$ cat src/rtl/flt_pkg.sv
// flt_pkg: shared half-precision float definitions (state encoding, field widths, int16 limits)
package flt_pkg;
   typedef enum logic [2:0] {IDLE, RD_HI, RD_LO, SHIFT, RND, WR_HI, WR_LO, DONE} state_t;
   localparam int          EXP_BIAS = 15;
   localparam int          EXP_W    = 5;
   localparam int          MANT_W   = 10;
   localparam logic [15:0] INT_MAX  = 16'h7FFF;
   localparam logic [15:0] INT_MIN  = 16'h8000;
endpackage

$ cat src/rtl/flt2int_round.sv
// flt2int_round: round-half-even, sign apply and saturation of an aligned magnitude
//  m      in  16  aligned integer magnitude
//  guard  in   1  first bit shifted out below m
//  sticky in   1  OR of all bits shifted out below guard
//  sign   in   1  float sign
//  sat    in   1  exponent too large for int16
//  res    out 16  two's-complement int16 result
module flt2int_round
   import flt_pkg::*;
(
   input  logic [15:0] m,
   input  logic        guard,
   input  logic        sticky,
   input  logic        sign,
   input  logic        sat,
   output logic [15:0] res
);
   logic [15:0] mag;
   assign mag = m + {15'd0, guard & (sticky | m[0])};
   assign res = sat ? (sign ? INT_MIN : INT_MAX) : (sign ? -mag : mag);
endmodule

$ cat src/rtl/flt2int_seq.sv
// flt2int_seq: multi-cycle half-precision float to int16 converter over a byte-wide data memory
//  clk          in   1  clock
//  reset        in   1  asynchronous active-low reset
//  start        in   1  conversion request, sampled in IDLE/DONE
//  done         out  1  conversion finished
//  busy         out  1  conversion in progress
//  DataAddress  out  8  memory address
//  ReadMem      out  1  memory read enable
//  WriteMem     out  1  memory write enable
//  DataIn       out  8  memory write data
//  DataOut      in   8  memory read data (combinational)
module flt2int_seq
   import flt_pkg::*;
#(
   parameter logic [7:0] SRC_ADDR = 8'd128,
   parameter logic [7:0] DST_ADDR = 8'd130
)(
   input  logic       clk,
   input  logic       reset,
   input  logic       start,
   output logic       done,
   output logic       busy,
   output logic [7:0] DataAddress,
   output logic       ReadMem,
   output logic       WriteMem,
   output logic [7:0] DataIn,
   input  logic [7:0] DataOut
);
   state_t            state, nxt;
   logic [7:0]        hi;
   logic [15:0]       m, res, rnd;
   logic              guard, sticky, left, sat;
   logic [3:0]        cnt, k_d;
   logic [EXP_W-1:0]  e;
   logic              zero_d, sat_d, left_d;

   // exponent decode happens in RD_LO, using the high byte captured in RD_HI
   assign e      = hi[6:2];
   assign zero_d = e <= 5'(EXP_BIAS - 2);
   assign sat_d  = e >= 5'(EXP_BIAS + 15);
   assign left_d = e >= 5'(EXP_BIAS + MANT_W);
   assign k_d    = (zero_d | sat_d) ? 4'd0 :
                   left_d ? 4'(e - 5'(EXP_BIAS + MANT_W)) : 4'(5'(EXP_BIAS + MANT_W) - e);

   flt2int_round u_round (
      .m      (m),
      .guard  (guard),
      .sticky (sticky),
      .sign   (hi[7]),
      .sat    (sat),
      .res    (rnd)
   );

   always_ff @(posedge clk or negedge reset)
      if (!reset) begin
         state  <= IDLE;
         hi     <= '0;
         m      <= '0;
         guard  <= 1'b0;
         sticky <= 1'b0;
         left   <= 1'b0;
         sat    <= 1'b0;
         cnt    <= '0;
         res    <= '0;
      end else begin
         state <= nxt;
         if (state == RD_HI) hi <= DataOut;
         if (state == RD_LO) begin
            m      <= zero_d ? 16'd0 : {5'd0, 1'b1, hi[1:0], DataOut};
            guard  <= 1'b0;
            sticky <= 1'b0;
            left   <= left_d;
            sat    <= sat_d;
            cnt    <= k_d;
         end
         if (state == SHIFT) begin
            m      <= left ? {m[14:0], 1'b0} : {1'b0, m[15:1]};
            guard  <= left ? 1'b0 : m[0];
            sticky <= sticky | guard;
            cnt    <= cnt - 4'd1;
         end
         if (state == RND) res <= rnd;
      end

   always_comb begin
      nxt         = state;
      busy        = 1'b1;
      done        = 1'b0;
      ReadMem     = 1'b0;
      WriteMem    = 1'b0;
      DataAddress = 8'd0;
      DataIn      = 8'd0;
      case (state)
         IDLE: begin
            busy = 1'b0;
            nxt  = start ? RD_HI : IDLE;
         end
         DONE: begin
            busy = 1'b0;
            done = 1'b1;
            nxt  = start ? RD_HI : DONE;
         end
         RD_HI: begin
            ReadMem     = 1'b1;
            DataAddress = SRC_ADDR;
            nxt         = RD_LO;
         end
         RD_LO: begin
            ReadMem     = 1'b1;
            DataAddress = SRC_ADDR + 8'd1;
            nxt         = (k_d == 4'd0) ? RND : SHIFT;
         end
         SHIFT: nxt = (cnt == 4'd1) ? RND : SHIFT;
         RND:   nxt = WR_HI;
         WR_HI: begin
            WriteMem    = 1'b1;
            DataAddress = DST_ADDR;
            DataIn      = res[15:8];
            nxt         = WR_LO;
         end
         WR_LO: begin
            WriteMem    = 1'b1;
            DataAddress = DST_ADDR + 8'd1;
            DataIn      = res[7:0];
            nxt         = DONE;
         end
         default: nxt = IDLE;
      endcase
   end
endmodule

$ cat config.mk
export PLATFORM = sky130hd
export DESIGN_NAME = flt2int_seq
export DESIGN_NICKNAME = d
export VERILOG_FILES = /design/src/rtl/flt_pkg.sv /design/src/rtl/flt2int_round.sv /design/src/rtl/flt2int_seq.sv
export SDC_FILE = /design/constraint.sdc
export NUM_CORES = 1
export LEC_CHECK = 0
export CAP_MARGIN = 10
export CORE_MARGIN = 10
export CORE_UTILIZATION = 59
export DETAILED_ROUTE_END_ITERATION = 10
export PLACE_DENSITY = 0.83
export SETUP_SLACK_MARGIN = 0.1
export SYNTH_ARGS = -nofsm -noshare
export SYNTH_HDL_FRONTEND = slang
export SYNTH_SLANG_ARGS = --single-unit
export TNS_END_PERCENT = 1
$ cat constraint.sdc
create_clock -name clk -period 3.3 [get_ports clk]
set_clock_uncertainty 0.05 [all_clocks]
set_input_delay 0.66 -clock clk [delete_from_list [all_inputs] [get_ports clk]]
set_output_delay 0.66 -clock clk [all_outputs]
set_load 0.01 [all_outputs]
==> results.py <==
metrics = {
    "synthesis": {
        "synth_cell_types": 62,
        "yosys-top-cells-area": "dfrtp_1, nand2_1, o21ai_0",
        "synthFlopType": "dfrtp_1",
        "synth_edf_count": 0,
        "yosys_warnings": 0,
        "async_reset_ff_share_pct": 100,
        "syn_inst": 461,
        "synth_top_area_share_pct": 33.8,
        "seq_area_frac_synth_pct": 33.8,
        "syn_avg_cell_area_sq_um": 8.20,
        "synth-seq-cells": 51,
        "ys_top_cells_by_count": "dfrtp_1, nand2_1, nor2_1, o21ai_0, clkbuf_1",
        "synth_area_sq_um": 3780,
        "synth.largest_area_cell": "dfrtp_1",
        "yosysMostFrequentCell": "dfrtp_1",
    },
    "global_routing": {
        "grtUsageTotal_pct": 17.2,
        "grt_pass1_vias": 3130,
        "gr-total-overflow": 0,
        "grt_pass1_wl_um": 14700,
        "grt_max_degree": 33,
        "antenna_found_initial": 0,
    },
    "worst_setup_path": {
        "endpoint_kind": "register",
        "cp_num_buf_inv": 0,
        "slowest_stage": "or3b_2",
        "critPathMaxFanout": 10,
        "cp_top_family": "compound AO/OA/AOI/OAI gates",
        "cp_data_required_time_ns": 3.44,
        "arrival_ns": 3.11,
        "crit_type": "reg2reg",
        "crit_top_cell": "o21ai_1",
        "slowest_delay_ns": 0.48,
        "cp-start-kind": "register",
        "cp_cell_sequence": "o21a_1, ha_1, ha_2, or3b_2, a21oi_1, o21ai_1, a31o_2, o41ai_2, xor2_1, o21ai_1",
    },
    "detailed_routing": {
        "drc": 0,
        "drtIter0Drc": 282,
        "detail-route-antenna-nets": 0,
        "dr.pass1.iters": 7,
        "wl_um": 8630,
        "avgViaCountPerCell": 6.16,
        "wl_per_cell_um": 16.0,
        "vias": 3327,
    },
    "finish": {
        "antenna_cells": 0,
        "final_layout_size_suffix_gt1_share_pct": 10.4,
        "finalNetCount": 484,
        "area_growth_pct": 9.00,
    },
    "timing": {
        "finalCritPeriodShare_pct": 90.1,
        "max_clock_freq_ghz": 0.336,
        "worst_pin_slew_ns": 0.916,
        "setup_viol": 0,
        "rsz0062_at_grt": "no",
        "fin_crit_ns": 2.97,
        "tns_ns": 0,
        "maxSlewViolCount": 0,
        "finalHoldViolations": 0,
        "slew-limit-headroom_pct": 38.9,
    },
    "clock_network": {
        "tritoncts": "yes",
        "cts_resized": 0,
        "h-tree-depth": 2,
        "cts.reportedPaths.clkPinSlew_ns": 0.09,
        "worstSkewPairLatency_ns": 0.31,
        "cts.sinks": 51,
        "post_cts_buffers": 0,
        "clk_path_buf_depth": 2,
        "clockRootBuffer": "clkbuf_8",
        "cts_buffers": 5,
        "ctsHoldBuffers": 0,
    },
    "die": {
        "fp.dieW_um": 100,
        "initial_core_util_pct": 60.2,
        "row_count": 29,
        "die_area_sq_um": 10000,
        "coreArea_sq_um": 6280,
        "die_y_um": 100,
        "ios": 31,
    },
    "placement": {
        "hpwl_um": 6480,
        "port_buffers": 25,
        "routabilityCongestion": 0.896,
    },
    "status": {
        "status": "completed",
    },
    "pwr": {
        "power.leakage_nw": 1.67,
        "powerDensity_nw_per_um2": 971,
        "p_total_mw": 4.00,
        "peakVddDrop_mv": 0.734,
    },
    "flow_run": {
        "cap_violations": 0,
    },
    "hold_path": {
        "hold_path.class": "in2async",
    },
}
[metrics by stage]
step / instance area (sq um) / hold WS [ns] / util [%] / worst slack, ns / std cells
3_5_place_dp: 4020 / 0.418 / 64.0 / 0.228 / 532
4_1_cts: 4120 / 0.373 / 65.6 / 0.216 / 540
5_1_grt: 4120 / 0.404 / 65.6 / 0.159 / 540
6_report: 4120 / 0.351 / 65.6 / 0.327 / 540
2_1_floorplan: 3790 / 0.314 / - / 0.403 / 465
3_3_place_gp: 4020 / 0.414 / 64.0 / 0.318 / 532
[layout by cell type, fill, tap and decap left out, drive strengths merged, types with 3 or more instances in the layout]
| cell type | count |
|---|---|
| dfrtp | 51 |
| inv | 15 |
| a21oi | 21 |
| nor4 | 4 |
| nor2b | 17 |
| mux2 | 13 |
| nand2b | 3 |
| a22oi | 9 |
| a31oi | 9 |
| xnor2 | 12 |
| nand2 | 50 |
| o22ai | 5 |
| a221oi | 12 |
| ha | 11 |
| o31ai | 4 |
| conb | 5 |
| nand3 | 15 |
| nor3 | 14 |
| nand4 | 6 |
| nor2 | 44 |
| a31o | 3 |
| a211oi | 4 |
| xor2 | 10 |
| o21a | 3 |
| mux2i | 9 |
| clkbuf | 8 |
| o21ai | 38 |
| buf | 10 |
| and3 | 3 |
| clkdlybuf4s50 | 24 |
[worst register-to-register path, stage by stage (launching register included)]
cell and delay, ns:
dfrtp_1 0.43, o21a_1 0.19, ha_1 0.26, ha_2 0.27, or3b_2 0.49, a21oi_1 0.14, o21ai_1 0.12, a31o_2 0.30
o41ai_2 0.36, xor2_1 0.18, o21ai_1 0.07
[registers in the layout (all words and copies together), names as in the netlist]
name / cells
guard: 1
left: 1
state: 3
sat: 1
sticky: 1
m: 16
res: 16
cnt: 4
hi: 8
[final timing paths]
path	from	to	slack [ns]	cells after the start
max	m[0]$_DFFE_PN0P_	res[15]$_DFFE_PN0P_	0.33	10
min reg2reg	res[1]$_DFFE_PN0P_	res[1]$_DFFE_PN0P_	0.43	2
max in group asynchronous	reset	res[6]$_DFFE_PN0P_	2.12	2
min in group clk	res[1]$_DFFE_PN0P_	res[1]$_DFFE_PN0P_	0.43	2
max reg2reg	m[0]$_DFFE_PN0P_	res[15]$_DFFE_PN0P_	0.33	10
min	reset	cnt[0]$_DFFE_PN0P_	0.35	1
[cell families (layout without fill, tap and decap cells)]
family	count (synthesis)	count (layout)	synth area share, %
AO/OA/AOI/OAI	128	128	22.9
buffers and inverters	59	57	6.42
adder cells (fa/ha/maj)	11	11	3.64
multiplexers	22	22	6.26
flip-flops	51	51	33.8
other	1	5	0.0992
XOR/XNOR	22	22	5.10
AND/OR/NAND/NOR	167	167	21.8
[per-layer routing]
metal	vias to the layer above	part of all wire (%)	global-route usage, %
met5	-	0	0
met4	0	0.98	4.57
met3	10	5.5	3.43
met2	99	47	28.1
met1	1592	46	22.6
li1	1626	-	-
[power by group]
| part | switching [mW] | internal [mW] |
|---|---|---|
| sequential | 0.454 | 0.896 |
| combinational | 1.22 | 1.03 |
| clock | 0.205 | 0.192 |
[cell type report]
type / count / area, sq um
multi-input combinational: 355 / 2280
fill: 527 / 2160
sequential: 51 / 1280
timing repair buffer: 34 / 313
clock buffer: 8 / 100
tap: 77 / 96.3
inverter: 15 / 56.3
Note: power is estimated with default switching activity, not from simulation.
